**config.mk**
```make
export PLATFORM = sky130hd
export DESIGN_NAME = iir_sample_driver_flat
export DESIGN_NICKNAME = d
export VERILOG_FILES = /design/src/rtl/iir_pkg.sv /design/src/rtl/iir_sample_driver_if.sv /design/src/rtl/iir_rate_div.sv /design/src/rtl/iir_sample_driver.sv /design/src/flat_wrapper.sv
export SDC_FILE = /design/constraint.sdc
export NUM_CORES = 1
export LEC_CHECK = 0
export CAP_MARGIN = 20
export CORE_ASPECT_RATIO = 0.5
export CORE_MARGIN = 2
export CORE_UTILIZATION = 45
export CTS_BUF_LIST = sky130_fd_sc_hd__clkbuf_8 sky130_fd_sc_hd__clkbuf_16
export CTS_CLUSTER_SIZE = 40
export DETAILED_ROUTE_END_ITERATION = 7
export GPL_ROUTABILITY_DRIVEN = 0
export PLACE_DENSITY = 0.91
export SYNTH_ARGS = -nofsm -noshare
export SYNTH_HDL_FRONTEND = slang
export SYNTH_SLANG_ARGS = --single-unit
```
**constraint.sdc**
```tcl
create_clock -name clk -period 3.7 [get_ports clk]
set_clock_uncertainty 0.15 [all_clocks]
set_input_delay 0.74 -clock clk [delete_from_list [all_inputs] [get_ports clk]]
set_output_delay 0.74 -clock clk [all_outputs]
set_load 0.02 [all_outputs]
```
**src/rtl/iir_pkg.sv**
```systemverilog
// Shared types for the IIR stimulus driver: sample width, waveform modes, FSM states.
package iir_pkg;
  localparam int DATA_W = 20;

  typedef logic signed [DATA_W-1:0] samp_t;

  typedef enum logic [1:0] {
    MODE_IMPULSE,
    MODE_STEP,
    MODE_SQUARE,
    MODE_ZERO
  } mode_t;

  typedef enum logic [1:0] {
    ST_IDLE,
    ST_WAIT_TICK,
    ST_START,
    ST_WAIT_DONE
  } state_t;
endpackage

```
**src/rtl/iir_sample_driver_if.sv**
```systemverilog
// ap_ctrl_hs link between the sample driver (master) and the HLS core (slave).
interface iir_sample_driver_if;
  import iir_pkg::*;

  logic  ap_start;
  logic  ap_ready;
  logic  ap_done;
  logic  ap_idle;
  samp_t x;
  samp_t ap_return;

  modport master (
    output ap_start, x,
    input  ap_ready, ap_done, ap_idle, ap_return
  );

  modport slave (
    input  ap_start, x,
    output ap_ready, ap_done, ap_idle, ap_return
  );
endinterface

```
**src/rtl/iir_rate_div.sv**
```systemverilog
// Sample-rate divider: counts 0..TICK_DIV-1 while not cleared, tick is high on the last count.
module iir_rate_div #(
  parameter int TICK_DIV = 2
) (
  input  logic clk,
  input  logic rst,
  input  logic clr,
  output logic tick
);
  localparam int CW = (TICK_DIV > 1) ? $clog2(TICK_DIV) : 1;
  localparam logic [CW-1:0] LAST = CW'(TICK_DIV - 1);

  logic [CW-1:0] cnt_q, cnt_d;

  always_comb begin
    cnt_d = cnt_q + 1'b1;
    if (clr || (cnt_q == LAST)) begin
      cnt_d = '0;
    end
  end

  always_ff @(posedge clk or posedge rst) begin
    if (rst) begin
      cnt_q <= '0;
    end else begin
      cnt_q <= cnt_d;
    end
  end

  assign tick = !clr && (cnt_q == LAST);
endmodule

```
**src/rtl/iir_sample_driver.sv**
```systemverilog
// Paces samples into iir_hls_core on a divided tick, issuing a periodic test waveform,
// capturing ap_return as a one-cycle y_valid strobe and flagging ticks lost while busy.
module iir_sample_driver
  import iir_pkg::*;
#(
  parameter int                TICK_DIV = 2,
  parameter int                PERIOD   = 1024,
  parameter logic [DATA_W-1:0] AMP      = 20'h1_0000,
  localparam int               IW       = $clog2(PERIOD)
) (
  input  logic                 clk,
  input  logic                 rst,
  input  logic                 enable,
  input  mode_t                mode,
  iir_sample_driver_if.master  core,
  output samp_t                y,
  output logic                 y_valid,
  output logic [IW-1:0]        samp_index,
  output logic                 busy,
  output logic                 overrun
);
  state_t        state_q;
  logic          ap_start_q;
  samp_t         x_q;
  samp_t         y_q;
  logic          y_valid_q;
  logic [IW-1:0] idx_q;
  logic          overrun_q;
  mode_t         mode_q;
  mode_t         mode_sel;
  logic          tick;
  logic          unused_idle;

  // PERIOD is a power of two, so the index MSB marks the upper half-period.
  function automatic samp_t wave(input mode_t m, input logic [IW-1:0] idx);
    samp_t amp_s;
    amp_s = samp_t'(AMP);
    case (m)
      MODE_IMPULSE: wave = (idx == '0) ? amp_s : '0;
      MODE_STEP:    wave = idx[IW-1] ? amp_s : '0;
      MODE_SQUARE:  wave = idx[IW-1] ? -amp_s : amp_s;
      default:      wave = '0;
    endcase
  endfunction

  iir_rate_div #(.TICK_DIV(TICK_DIV)) u_rate_div (
    .clk  (clk),
    .rst  (rst),
    .clr  (state_q == ST_IDLE),
    .tick (tick)
  );

  // A new mode is only admitted at the period boundary.
  assign mode_sel = (idx_q == '0) ? mode : mode_q;

  always_ff @(posedge clk or posedge rst) begin
    if (rst) begin
      state_q    <= ST_IDLE;
      ap_start_q <= 1'b0;
      x_q        <= '0;
      y_q        <= '0;
      y_valid_q  <= 1'b0;
      idx_q      <= '0;
      overrun_q  <= 1'b0;
      mode_q     <= MODE_IMPULSE;
    end else begin
      y_valid_q <= 1'b0;
      if (tick && ((state_q == ST_START) || (state_q == ST_WAIT_DONE))) begin
        overrun_q <= 1'b1;
      end
      case (state_q)
        ST_IDLE: begin
          if (enable) begin
            state_q <= ST_WAIT_TICK;
            idx_q   <= '0;
          end
        end
        ST_WAIT_TICK: begin
          if (!enable) begin
            state_q <= ST_IDLE;
          end else if (tick) begin
            state_q    <= ST_START;
            ap_start_q <= 1'b1;
            x_q        <= wave(mode_sel, idx_q);
            mode_q     <= mode_sel;
          end
        end
        ST_START: begin
          if (core.ap_ready) begin
            ap_start_q <= 1'b0;
            idx_q      <= idx_q + 1'b1;
            if (core.ap_done) begin
              y_q       <= core.ap_return;
              y_valid_q <= 1'b1;
              state_q   <= enable ? ST_WAIT_TICK : ST_IDLE;
            end else begin
              state_q <= ST_WAIT_DONE;
            end
          end
        end
        ST_WAIT_DONE: begin
          if (core.ap_done) begin
            y_q       <= core.ap_return;
            y_valid_q <= 1'b1;
            state_q   <= enable ? ST_WAIT_TICK : ST_IDLE;
          end
        end
        default: state_q <= ST_IDLE;
      endcase
    end
  end

  assign core.ap_start = ap_start_q;
  assign core.x        = x_q;
  assign y             = y_q;
  assign y_valid       = y_valid_q;
  assign samp_index    = idx_q;
  assign busy          = (state_q != ST_IDLE);
  assign overrun       = overrun_q;
  assign unused_idle   = core.ap_idle;
endmodule

```
**src/flat_wrapper.sv**
```systemverilog
// flat-port wrapper written by rule: the top's interface ports become plain ports
module iir_sample_driver_flat import iir_pkg::*;
#(
  parameter int                TICK_DIV = 2,
  parameter int                PERIOD   = 1024,
  parameter logic [DATA_W-1:0] AMP      = 20'h1_0000,
  localparam int               IW       = $clog2(PERIOD)
)
  (clk, rst, enable, mode, y, y_valid, samp_index, busy, overrun, core_ap_start, core_x, core_ap_ready, core_ap_done, core_ap_idle, core_ap_return);
  iir_sample_driver_if core_i ();
  input  logic clk;
  input  logic rst;
  input  logic enable;
  input  mode_t mode;
  output samp_t y;
  output logic y_valid;
  output logic [IW-1:0] samp_index;
  output logic busy;
  output logic overrun;
  output wire logic [$bits(core_i.ap_start)-1:0] core_ap_start;
  output wire logic [$bits(core_i.x)-1:0] core_x;
  input wire logic [$bits(core_i.ap_ready)-1:0] core_ap_ready;
  input wire logic [$bits(core_i.ap_done)-1:0] core_ap_done;
  input wire logic [$bits(core_i.ap_idle)-1:0] core_ap_idle;
  input wire logic [$bits(core_i.ap_return)-1:0] core_ap_return;
  assign core_ap_start = core_i.ap_start;
  assign core_x = core_i.x;
  assign core_i.ap_ready = core_ap_ready;
  assign core_i.ap_done = core_ap_done;
  assign core_i.ap_idle = core_ap_idle;
  assign core_i.ap_return = core_ap_return;
  iir_sample_driver #(.TICK_DIV(TICK_DIV), .PERIOD(PERIOD), .AMP(AMP)) u_core (.clk(clk), .rst(rst), .enable(enable), .mode(mode), .core(core_i), .y(y), .y_valid(y_valid), .samp_index(samp_index), .busy(busy), .overrun(overrun));
endmodule
```
### Yosys cells after proc, flatten, opt, wreduce, memory -nomap -nowiden

Index checks and enable logic that the tools add are counted.

| storage, ports and cells | value |
|---|---|
| flip-flop bits (word level) | 58 |
| input port bits | 28 |
| output and inout bits | 54 |
| word-level logic and storage cells | 66 |

| cells by class | value |
|---|---|
| $add $sub $neg | 2 |
| equality and inequality tests | 11 |
| muxes and demuxes | 27 |
| reduce and logical (&&, ||, !) cells | 17 |

Operators with widths:

| kind | number |
|---|---|
| $mux W20 | 3 |
| $pmux W20 S3 | 1 |
| $pmux W20 S2 | 1 |
| $mux W17 | 2 |
| $mux W10 | 2 |
| $pmux W10 S2 | 1 |
| $mux W2 | 7 |
| $add A10 B1 Y10 const B | 1 |
| $logic_not A10 Y1 | 1 |
| $ne A2 B2 Y1 const B | 4 |
| $pmux W2 S4 | 1 |
| $reduce_and A4 Y1 | 2 |
| $reduce_bool A2 Y1 | 4 |
| $mux W1 | 7 |
| $eq A2 B2 Y1 const B | 3 |
| $reduce_and A3 Y1 | 2 |
| $eq A2 B1 Y1 const B | 2 |
| $logic_not A2 Y1 | 2 |
| $pmux W1 S2 | 2 |
| $ne A3 B2 Y1 const B | 1 |
| $logic_and A1 B1 Y1 | 2 |
| $logic_or A1 B1 Y1 | 2 |
| $ne A2 B1 Y1 const B | 1 |
| $reduce_and A2 Y1 | 1 |
| 2 further kinds | 2 |

### Logic depth before layout (Yosys ltp)

| depth | value |
|---|---|
| depth after elaboration | 6 |
| gate-level depth with buffers | 6 |
| depth with buffers taken out | 5 |

### Hierarchy

Synthesis repeated with hierarchy kept, for this count alone.

| second synthesis, totals | value |
|---|---|
| cell total of the unflattened synthesis | 209 |
| area, all modules | 1911.8 um^2 |

By module, submodules not included:

| module | instances | cells each | area an instance (um^2) |
|---|---|---|---|
| iir_sample_driver | 1 | 205 | 1865.5 |
| iir_rate_div | 1 | 4 | 46.3 |

### Least setup slack after synthesis

Ideal clock, no wire load.

| timing path | value |
|---|---|
| path type | in2reg |
| start point | input port enable |
| end point | register u_core.mode_q[0] |
| arrival time | 1.772 ns |
| required time | 3.425 ns |
| setup slack | 1.652 ns |
| cell stages on the path | 5 |
| path through | inv_2 -> or3_1 -> buf_2 -> or2_4 -> mux2_4 |

| on the way | value |
|---|---|
| longest elaborated chain between the ends | 1 |

Ends and longest elaborated chain:

| element | line | source |
|---|---|---|
| start: declaration | flat_wrapper.sv:13 | `input logic enable;` |
| $reduce_and A3 Y1 (no source line) | n/a |  |
| end signal: assignment | iir_sample_driver.sv:85 | `mode_q <= mode_sel;` |
| end: declaration | iir_sample_driver.sv:29 | `mode_t mode_q;` |

No other way between the ends.
A chain may end at the register's enable or synchronous reset.

### Final worst setup path

| timing path | value |
|---|---|
| start point | register u_core.state_q[1] |
| end point | output port busy |

| on the way | value |
|---|---|
| longest elaborated chain between the ends | 1 |

Ends and longest elaborated chain:

| element | line | source |
|---|---|---|
| start: declaration | iir_sample_driver.sv:22 | `state_t state_q;` |
| start signal: assignment | iir_sample_driver.sv:95 | `state_q <= enable ? ST_WAIT_TICK : ST_IDLE;` |
| start signal: assignment | iir_sample_driver.sv:105 | `state_q <= enable ? ST_WAIT_TICK : ST_IDLE;` |
| $reduce_bool A2 Y1 | iir_sample_driver.sv:118 | `assign busy = (state_q != ST_IDLE);` |
| end: declaration | flat_wrapper.sv:18 | `output logic busy;` |

No other way between the ends.

==> qor.yml <==
status:
  outcome: "complete, no violations"
cts:
  htreeDepth: 2
  postCtsSetupBuffers: 0
  post_cts_resized: 0
  cts-root-buf: "clkbuf_8"
  clk_path_buf_depth: 2
  clk_latency_ns: 0.28
  cts_made_buffers: 5
  hold_buffers: 0
  cts.clk_slew.worst_paths_ns: 0.07
  cts_tree: "done"
  numClockSinks: 40
timing:
  relSlewSlack_pct: 59.4
  rsz0062_at_grt: "no"
  period_needed_ns: 2.62
  worstMarginPinSlew_ns: 0.593
  hold_viol: 0
  final.period_utilization_pct: 70.8
  slew_violations: 0
  setup_tns_ns: 0
  setup_viol: 0
  clock.fmax_mhz: 382
  worst_slack_ns: 1.08
global_route:
  grt_pass1_vias: 1499
  antenna_found_initial: 0
  overflow: 0
  grtUsageTotal_pct: 20.0
  grt_pass1_wl_um: 7200
  grt_max_degree: 41
final_layout:
  multiInputGateArea_um2: 759
  regArea_um2: 1000
  diodes: 0
  syn2layout_area_growth_pct: 36.7
  drive_gt1_share_pct: 5.20
  nets: 299
  num-fill-cells: 284
yosys:
  ys_types: 31
  synth.area.top_cells: "dfrtp_1 (53%), nand2_1 (15%), buf_4 (7.1%), xnor2_1 (3.2%), nor2_1 (2.0%)"
  ys_seq_elements: 40
  synth_warnings: 0
  syn_inst: 206
  synth_edf_count: 0
  ys_async_sr_fraction_pct: 100
  synth_ff_type: "dfrtp_1"
  yosys.area.top_type: "dfrtp_1"
  seq_area_frac_synth_pct: 52.9
  synth_area_um2: 1890
  syn_area_per_cell_um2: 9.18
  synth_commonest_cells: "nand2_1 (77), dfrtp_1 (40), buf_4 (18)"
  yosysMostFrequentCell: "nand2_1"
  synth.top_cell.area_share_pct: 52.9
min_path:
  worstHoldPathType: "flop to flop"
detailed_routing:
  wl_per_cell_um: 13.6
  wl_um: 4380
  firstDrtPassIters: 4
  drtIter0Drc: 113
  vias_per_cell: 4.80
  ant_nets: 0
  via_count: 1552
  drc: 0
floorplanning:
  rows: 16
  die_w_um: 95.7
  die_h_um: 49.8
  ios: 82
  dieArea_um2: 4770
  core_um2: 3960
  start_util_pct: 47.7
flow_run:
  cap_violations: 0
worst_setup_path:
  critPathArrivalTime_ns: 1.73
  required_ns: 2.81
  start_kind: "flop"
  critPathCaptureType: "output pin"
  cp_max_fo: 13
  critPathKind: "flop to output pin"
placement:
  port_buffers: 64
  pre_cts_slack_ns: 0.970
  hpwl_um: 3260
power_and_ir_drop:
  powerDensity_nw_per_um2: 680
  finalPower_mw: 1.76
  vdd_drop_max_v: 0.000323
  power.leakage_nw: 1.21
[registers in the layout, summed over array words and instances (netlist names)]
signal and cells:
u_core.y 20, u_core.samp_index 10, u_core.core.x 2, u_core.mode_q 2
u_core.state_q 2, u_core.core.ap_start 1, u_core.overrun 1, u_core.u_rate_div.cnt_q 1
u_core.y_valid 1
[metrics by stage]
stage / utilization [%] / area, um2 / hold slack, ns / cells
final: 65.2 / 2580 / 0.298 / 323
after global routing: 65.2 / 2580 / 0.326 / 323
after CTS: 65.2 / 2580 / 0.305 / 323
after detailed placement: 63.2 / 2510 / 0.293 / 316
after global placement: 63.2 / 2510 / 0.289 / 316
after floorplan: - / 1950 / 0.275 / 221
[layout by cell type (no fill, tap or decap), drive strengths merged]
master	instances
a21o	1
a21oi	1
a221oi	1
a22o	3
buf	2
clkbuf	5
clkdlybuf4s50	64
clkinv	1
conb	16
dfrtp	40
ha	2
inv	7
mux2	3
mux2i	3
nand2	77
nand3b	1
nand4	1
nand4b	2
nor2	10
nor2b	2
nor3	3
nor4	4
nor4b	2
o211ai	1
o21ai	6
o21bai	1
or2	2
or3	1
xnor2	7
[routing by layer]
metal / routed length (um) / vias up / global-route usage (%)
li1: - / 750 / -
met1: 1860 / 759 / 25.4
met2: 2310 / 39 / 34.0
met3: 184 / 4 / 4.89
met4: 32 / 0 / 5.95
met5: 0 / - / 0
[cell type report]
cell class	count	share of cell area, %
clock buffer	5	2.66
clock inverter	2	0.339
sequential	40	38.7
multi-input combinational	150	29.4
timing repair buffer	66	25.4
inverter	6	0.872
tap	54	2.62
[final timing paths]
kind / start / end / slack (ns) / cells past startpoint
max: u_core.state_q[1]$_DFFE_PP0P_ / busy / 1.08 / 2
min: u_core.u_rate_div.cnt_q$_DFF_PP0_ / u_core.u_rate_div.cnt_q$_DFF_PP0_ / 0.30 / 1
max reg2reg: u_core.state_q[0]$_DFFE_PP0P_ / u_core.mode_q[1]$_DFFE_PP0P_ / 1.71 / 4
min reg2reg: u_core.u_rate_div.cnt_q$_DFF_PP0_ / u_core.u_rate_div.cnt_q$_DFF_PP0_ / 0.30 / 1
max in group asynchronous: rst / u_core.y[5]$_DFFE_PP0P_ / 2.32 / 3
min in group asynchronous: rst / u_core.mode_q[0]$_DFFE_PP0P_ / 0.73 / 3
[report_power, final]
part	switching (mW)	internal [mW]
clock	0.142	0.125
combinational	0.412	0.373
sequential	0.119	0.587
total	0.673	1.08
[critical path: stages, from the launching register on]
cell and delay [ns]:
dfrtp_1 0.53, or2_2 0.37, clkdlybuf4s50_1 0.54
[kinds of logic after synthesis]
family | after synthesis | synth area share, %
adder cells (fa/ha/maj) | 2 | 1.32
flip-flops | 40 | 52.9
other | 1 | 0.198
multiplexers | 6 | 3.77
buffers and inverters | 31 | 9.86
AND/OR/NAND/NOR | 105 | 23.8
AO/OA/AOI/OAI | 14 | 4.90
XOR/XNOR | 7 | 3.24
Note: power is estimated with default switching activity, not from simulation.
